$ cat src/rtl/mnist_synth_top.sv
// MNIST-style 784->N_HID->10 integer MLP with image and weight ROMs on chip.
// The top decodes the image select; accel holds the MAC datapath and its FSM.

package mnist_pkg;
  typedef enum logic [2:0] {
    IDLE   = 3'd0,
    L1_MAC = 3'd1,
    L1_WB  = 3'd2,
    L2_MAC = 3'd3,
    L2_WB  = 3'd4,
    ARGMAX = 3'd5,
    DONE   = 3'd6
  } state_t;
endpackage

module mnist_fsm
  import mnist_pkg::*;
(
  input  logic   clk,
  input  logic   rst_n,
  input  logic   start_ok,
  input  logic   mac_last,
  input  logic   hid_last,
  input  logic   out_last,
  input  logic   arg_last,
  output state_t state_o
);
  state_t state, state_d;

  always_ff @(posedge clk or negedge rst_n) begin
    if (!rst_n) state <= IDLE;
    else        state <= state_d;
  end

  always_comb begin
    state_d = state;
    unique case (state)
      IDLE, DONE: if (start_ok) state_d = L1_MAC;
      L1_MAC:     if (mac_last) state_d = L1_WB;
      L1_WB:      state_d = hid_last ? L2_MAC : L1_MAC;
      L2_MAC:     if (mac_last) state_d = L2_WB;
      L2_WB:      state_d = out_last ? ARGMAX : L2_MAC;
      ARGMAX:     if (arg_last) state_d = DONE;
      default:    state_d = IDLE;
    endcase
  end

  assign state_o = state;
endmodule

module mnist_accel
  import mnist_pkg::*;
#(
  parameter int N_IN  = 784,
  parameter int N_HID = 32,
  parameter int N_OUT = 10,
  parameter int SHIFT = 7
) (
  input  logic       clk,
  input  logic       rst_n,
  input  logic       start,
  input  logic       valid,
  input  logic [1:0] img_sel,
  output logic [3:0] digit,
  output logic       done
);
  localparam int CNT_W = $clog2(N_IN + 1);
  localparam int J_W   = $clog2(N_HID);
  localparam int K_W   = $clog2(N_OUT);

  state_t             state;
  logic [1:0]         img_q, img_d;
  logic [CNT_W-1:0]   cnt_q, cnt_d;
  logic [J_W-1:0]     j_q, j_d;
  logic [K_W-1:0]     k_q, k_d;
  logic signed [31:0] acc_q, acc_d;
  logic [7:0]         a_q, a_d;
  logic signed [7:0]  w_q, w_d;
  logic               vld_q, vld_d;
  logic [6:0]         h_q [N_HID];
  logic [6:0]         h_d [N_HID];
  logic signed [31:0] l2_acc [0:N_OUT-1];
  logic signed [31:0] l2_acc_d [0:N_OUT-1];
  logic signed [31:0] best_q, best_d;
  logic [K_W-1:0]     best_idx_q, best_idx_d, digit_q, digit_d, arg_idx;
  logic               done_q, done_d;
  logic signed [16:0] prod;
  logic               start_ok, mac_last, hid_last, out_last, arg_last;

  // ROM contents: three synthetic digit images and a matching hand-built network.
  function automatic logic [7:0] pix_rom(input int img, input int i);
    if (i % 3 == img) return 8'd200;
    return 8'(((i * 37) + (img * 11)) % 16);
  endfunction

  function automatic logic signed [7:0] w1_rom(input int j, input int i);
    int base;
    base = (i % 3 == j % 3) ? 2 : -1;
    return 8'(base + (((i * 7) + (j * 13)) % 5) - 2);
  endfunction

  function automatic logic signed [31:0] b1_rom(input int j);
    return (j * 16) - 200;
  endfunction

  function automatic int lab(input int r);
    case (r)
      0:       return 6;
      1:       return 2;
      default: return 3;
    endcase
  endfunction

  function automatic logic signed [7:0] w2_rom(input int k, input int j);
    if (k == lab(j % 3)) return 8'sd5;
    return 8'(((j + k) % 3) - 1);
  endfunction

  function automatic logic signed [31:0] b2_rom(input int k);
    return (k * 3) - 10;
  endfunction

  function automatic logic [6:0] relu_sat(input logic signed [31:0] s);
    logic signed [31:0] sh;
    sh = s >>> SHIFT;
    if (sh < 0) return 7'd0;
    if (sh > 32'sd127) return 7'd127;
    return sh[6:0];
  endfunction

  assign start_ok = start && valid;
  assign arg_idx  = cnt_q[K_W-1:0];
  assign mac_last = ((state == L1_MAC) && (cnt_q == CNT_W'(N_IN))) ||
                    ((state == L2_MAC) && (cnt_q == CNT_W'(N_HID)));
  assign hid_last = (j_q == J_W'(N_HID - 1));
  assign out_last = (k_q == K_W'(N_OUT - 1));
  assign arg_last = (state == ARGMAX) && (arg_idx == K_W'(N_OUT - 1));
  assign prod     = 17'($signed({1'b0, a_q})) * 17'(w_q);

  mnist_fsm fsm (
    .clk      (clk),
    .rst_n    (rst_n),
    .start_ok (start_ok),
    .mac_last (mac_last),
    .hid_last (hid_last),
    .out_last (out_last),
    .arg_last (arg_last),
    .state_o  (state)
  );

  // Operands are registered one cycle after the address is issued; the MAC
  // state runs one extra count so the last product lands before write-back.
  always_comb begin
    img_d      = img_q;
    cnt_d      = cnt_q;
    j_d        = j_q;
    k_d        = k_q;
    acc_d      = vld_q ? (acc_q + 32'(prod)) : acc_q;
    a_d        = a_q;
    w_d        = w_q;
    vld_d      = 1'b0;
    h_d        = h_q;
    l2_acc_d   = l2_acc;
    best_d     = best_q;
    best_idx_d = best_idx_q;
    digit_d    = digit_q;
    done_d     = done_q;
    unique case (state)
      IDLE, DONE: begin
        if (start_ok) begin
          img_d  = img_sel;
          cnt_d  = '0;
          j_d    = '0;
          acc_d  = b1_rom(0);
          done_d = 1'b0;
        end
      end
      L1_MAC: begin
        if (cnt_q < CNT_W'(N_IN)) begin
          a_d   = pix_rom(int'(img_q), int'(cnt_q));
          w_d   = w1_rom(int'(j_q), int'(cnt_q));
          vld_d = 1'b1;
        end
        cnt_d = cnt_q + CNT_W'(1);
      end
      L1_WB: begin
        h_d[j_q] = relu_sat(acc_q);
        cnt_d    = '0;
        if (hid_last) begin
          k_d   = '0;
          acc_d = b2_rom(0);
        end else begin
          j_d   = j_q + J_W'(1);
          acc_d = b1_rom(int'(j_q) + 1);
        end
      end
      L2_MAC: begin
        if (cnt_q < CNT_W'(N_HID)) begin
          a_d   = {1'b0, h_q[cnt_q[J_W-1:0]]};
          w_d   = w2_rom(int'(k_q), int'(cnt_q));
          vld_d = 1'b1;
        end
        cnt_d = cnt_q + CNT_W'(1);
      end
      L2_WB: begin
        l2_acc_d[k_q] = acc_q;
        cnt_d         = '0;
        if (out_last) begin
          best_d     = l2_acc[0];
          best_idx_d = '0;
          cnt_d      = CNT_W'(1);
        end else begin
          k_d   = k_q + K_W'(1);
          acc_d = b2_rom(int'(k_q) + 1);
        end
      end
      ARGMAX: begin
        // Strict compare keeps the lowest index on ties.
        if (l2_acc[arg_idx] > best_q) begin
          best_d     = l2_acc[arg_idx];
          best_idx_d = arg_idx;
        end
        cnt_d = cnt_q + CNT_W'(1);
        if (arg_last) begin
          digit_d = best_idx_d;
          done_d  = 1'b1;
        end
      end
      default: ;
    endcase
  end

  always_ff @(posedge clk or negedge rst_n) begin
    if (!rst_n) begin
      img_q      <= '0;
      cnt_q      <= '0;
      j_q        <= '0;
      k_q        <= '0;
      acc_q      <= '0;
      a_q        <= '0;
      w_q        <= '0;
      vld_q      <= 1'b0;
      for (int n = 0; n < N_HID; n++) h_q[n] <= '0;
      for (int n = 0; n < N_OUT; n++) l2_acc[n] <= '0;
      best_q     <= '0;
      best_idx_q <= '0;
      digit_q    <= '0;
      done_q     <= 1'b0;
    end else begin
      img_q      <= img_d;
      cnt_q      <= cnt_d;
      j_q        <= j_d;
      k_q        <= k_d;
      acc_q      <= acc_d;
      a_q        <= a_d;
      w_q        <= w_d;
      vld_q      <= vld_d;
      h_q        <= h_d;
      l2_acc     <= l2_acc_d;
      best_q     <= best_d;
      best_idx_q <= best_idx_d;
      digit_q    <= digit_d;
      done_q     <= done_d;
    end
  end

  assign digit = 4'(digit_q);
  assign done  = done_q;
endmodule

module mnist_synth_top #(
  parameter int N_IN  = 784,
  parameter int N_HID = 32,
  parameter int N_OUT = 10,
  parameter int SHIFT = 7
) (
  input  logic       clk,
  input  logic       rst,
  input  logic       start,
  input  logic [1:0] img_sel,
  output logic [3:0] digit,
  output logic       done,
  output logic       valid
);
  logic [3:0] exp_label;
  logic       unused_ok;

  assign valid = (img_sel != 2'd3);

  always_comb begin
    unique case (img_sel)
      2'd0:    exp_label = 4'd6;
      2'd1:    exp_label = 4'd2;
      2'd2:    exp_label = 4'd3;
      default: exp_label = 4'd0;
    endcase
  end

  // exp_label exists only as a debug probe.
  assign unused_ok = ^exp_label;

  mnist_accel #(
    .N_IN  (N_IN),
    .N_HID (N_HID),
    .N_OUT (N_OUT),
    .SHIFT (SHIFT)
  ) accel (
    .clk     (clk),
    .rst_n   (rst),
    .start   (start),
    .valid   (valid),
    .img_sel (img_sel),
    .digit   (digit),
    .done    (done)
  );
endmodule

$ cat config.mk
export PLATFORM = sky130hd
export DESIGN_NAME = mnist_synth_top
export DESIGN_NICKNAME = d
export VERILOG_FILES = /design/src/rtl/mnist_synth_top.sv
export SDC_FILE = /design/constraint.sdc
export NUM_CORES = 2
export LEC_CHECK = 0
export CAP_MARGIN = 20
export CORE_ASPECT_RATIO = 1.1
export CORE_UTILIZATION = 40
export CTS_BUF_LIST = sky130_fd_sc_hd__clkbuf_16
export DETAILED_ROUTE_END_ITERATION = 12
export SYNTH_ARGS = -nofsm -noshare
export SYNTH_HDL_FRONTEND = slang
export SYNTH_SLANG_ARGS = --single-unit
$ cat constraint.sdc
create_clock -name clk -period 24.8 [get_ports clk]
set_clock_uncertainty 0.1 [all_clocks]
set_input_delay 4.96 -clock clk [delete_from_list [all_inputs] [get_ports clk]]
set_output_delay 4.96 -clock clk [all_outputs]
set_load 0.05 [all_outputs]
==> impl_metrics.tcl <==
set metrics [dict create \
    r2r_end "accel.w_q[6]" \
    clock_sinks 658 \
    design.core.area_um2 111100 \
    timing.hold.worst.start "accel.h_q[87]" \
    groute.usage.overall_pct 21.42 \
    ys_types 120 \
    outcome "finished clean" \
    postSynth.asyncResetShare_pct 100.0 \
    grt_max_degree 147 \
    min_period_over_period_pct 51.96 \
    timing_hold_violations_final 0 \
    netlist.top_cell.by_area "dfrtp_1" \
    detail_route.drc_violations 0 \
    detail_route.first_pass.iterations 5 \
    fillCellCount 10620 \
    crit_slowest_cell "a2111oi_0" \
    synthesized_instance_count 4418 \
    finalWirelength_mm 120.8 \
    global_route.overflow_total 0 \
    starting_density_pct 40.48 \
    ys_ff_latch 658 \
    finalInstanceArea_um2 48850 \
    drtAntennaViolNets 0 \
    maxSlewHeadroom_pct 29.07 \
    cts-root-to-sink-buffers 3 \
    rsz0062_at_grt "false" \
    grtUsageMet2_pct 35.39 \
    die_area_um2 113800 \
    fin_ws_ns 11.91 \
    post_synth_main_area_contributors "dfrtp_1 37%, mux2_2 10%, ha_1 7.2%, mux4_2 6.8%, o21ai_0 4.3%" \
    required_ns 25.23 \
    timing.hold.worst.class "flop to flop" \
    cts_made_buffers 74 \
    postCtsResizedCells 0 \
    post-dp-hpwl_mm 82.15 \
    insertedDiodeCount 0 \
    worstReg2RegStart "accel.cnt_q[1]" \
    nets 4626 \
    timing.setup.tns_ns 0 \
    worst_reg_to_reg_cells 49 \
    crit_path_frequent_cell "ha_1" \
    met1_usage_pct 29.86 \
    busiest_metal_layer_after_global_routing "met2" \
    worst_pin_slew_ns 1.060 \
    cts_setup_buffers 0 \
    grt_pass1_vias 33680 \
    post-place-ws_ns 11.99 \
    synthToLayoutAreaGrowth_pct 8.556 \
    yosys_most_used_dff "dfrtp_1" \
    post-synth-top-area-fraction_pct 36.59 \
    place.gp.congestion 0.8911 \
    ys_top_cells_by_count "658 x dfrtp_1, 445 x nand2_1, 406 x mux2_2" \
    worst_path_largest_cell_delay_ns 0.79 \
    timing.critical_path.arrival_ns 13.31 \
    netlist_area_um2 45000 \
    yosysWarningCount 0 \
    seq_area_frac_synth_pct 36.59 \
    detail_route.vias_per_cell 5.804 \
    tritoncts "built" \
    die_w_um 321.8 \
    htree_num_levels 3 \
    synth.most_common_cell "dfrtp_1" \
    start_kind "flop" \
    num_rows 128 \
    setup_violations 0 \
    antenna_found_initial 0 \
    ff_latch_area_um2 16480 \
    clkLatencyLatePin_ns 0.65 \
    wire_per_inst_um 20.66 \
    dieHeight_um 353.8 \
    endpoint_kind_of_the_worst_setup_timing_path "flop" \
    syn_nets 4749 \
    worst_hold_path.num_cells 2 \
    drt_iter0_markers 2466 \
    layout_cells_sized_above_1_pct 18.24 \
    use_met3_pct 2.477 \
    worstPathMaxFanout 30 \
    floorplan.io_pins 11 \
    final.hold.worst_slack_ns 0.3713 \
    post-route-min-period_ns 12.89 \
    max_capacitance_violation_count 0 \
    clk_pin_slew_ns 0.06 \
    synth_enable_flop_cells 0 \
    worstSetupStartpoint "accel.cnt_q[1]" \
    timing.reg2reg.setup_slack_ns 11.91 \
    postPlaceCellArea_um2 46420 \
    count_of_vias_placed_by_the_detailed_router 33940 \
    postCtsHoldBufs 0 \
    multi_input_comb_area_um2 26870 \
    whs_endpoint "accel.h_q[87]" \
    port-buffer-count 10 \
    max_clock_freq_mhz 77.60 \
    post_synth.cell_area_avg_um2 10.18 \
    cts.root.buffer_cell "clkbuf_16" \
    timing_worst_setup_path_type "flop to flop" \
    grt_pass1_wl_mm 194.1 \
    slew_violations 0 \
]
[per-layer routing]
| metal | routed length, um | share of wire (%) | vias to the layer above |
|---|---|---|---|
| li1 | - | - | 15920 |
| met1 | 55240 | 46 | 17150 |
| met2 | 57830 | 48 | 736 |
| met3 | 5422 | 4.5 | 139 |
| met4 | 2351 | 1.9 | 0 |
| met5 | 0 | 0 | - |
[flip-flops by register name (all words and copies together) (netlist names)]
signal,flops
accel.a_q,8
accel.acc_q,32
accel.best_idx_q,4
accel.best_q,32
accel.cnt_q,10
accel.digit,4
accel.done,1
accel.fsm.state_o,3
accel.h_q,224
accel.img_q,2
accel.j_q,5
accel.k_q,4
accel.l2_acc,320
accel.vld_q,1
accel.w_q,8
[final cells by class]
type | instances | share of cell area, %
Multi-Input combinational cell | 3312 | 55.00
Sequential cell | 658 | 33.73
Clock buffer | 75 | 3.842
Tap cell | 1495 | 3.829
Inverter | 185 | 1.424
Timing Repair Buffer | 64 | 1.124
Clock inverter | 59 | 1.045
[through the flow]
| stage | cells | utilization (%) |
|---|---|---|
| 6_report | 5848 | 43.95 |
| 5_1_grt | 5848 | 43.95 |
| 4_1_cts | 5843 | 43.91 |
| 3_5_place_dp | 5709 | 41.76 |
| 3_3_place_gp | 5707 | 41.73 |
| 2_1_floorplan | 4418 | - |
[cells in the final DEF, fill, tap and decap left out, types with 71 or more instances in the layout]
cell type  synthesis  routed
nand3_1           94      94
mux2_2           406     406
nand2b_1          71      71
mux4_2           135     135
clkbuf_16          0      75
nand2_1          445     436
a21oi_1          164     164
o21ai_0          391     391
dfrtp_1          658     655
nor3_1            74      72
xnor2_1          116     116
inv_1            173     183
ha_1             260     260
nor2_1           216     214
[cells by family after synthesis]
group	count (synthesis)	share of synthesized area (%)
and+or+nand+nor	1173	12.57
AOI/OAI and AO/OA	1066	15.59
DFF	658	36.59
muxes	586	17.98
buffers and inverters	448	3.829
adders and majority gates	327	10.19
xor gates and xnor gates	160	3.248
[worst max-delay path by stage]
stage	to	slack, ns	depth (start not counted)
2_1_floorplan	accel.w_q[6]	13.89	55
3_3_place_gp	accel.w_q[6]	12.07	49
3_5_place_dp	accel.w_q[6]	11.99	49
4_1_cts	accel.w_q[6]	11.94	49
5_1_grt	accel.w_q[6]	10.87	49
6_report	accel.w_q[6]	11.91	49
[worst max-delay path: cells and delay by family, from the launching register on]
family / cells / cell delay (ns)
flops: 1 / 0.55
mux: 1 / 0.20
compound gates: 24 / 6.58
xor+xnor: 5 / 0.81
fa+ha+maj: 8 / 2.54
simple gates: 10 / 1.51
buf+inv: 1 / 0.50
Power is not shown: default switching activity piles up to over one toggle a cycle in this logic, so the estimate is an artifact.
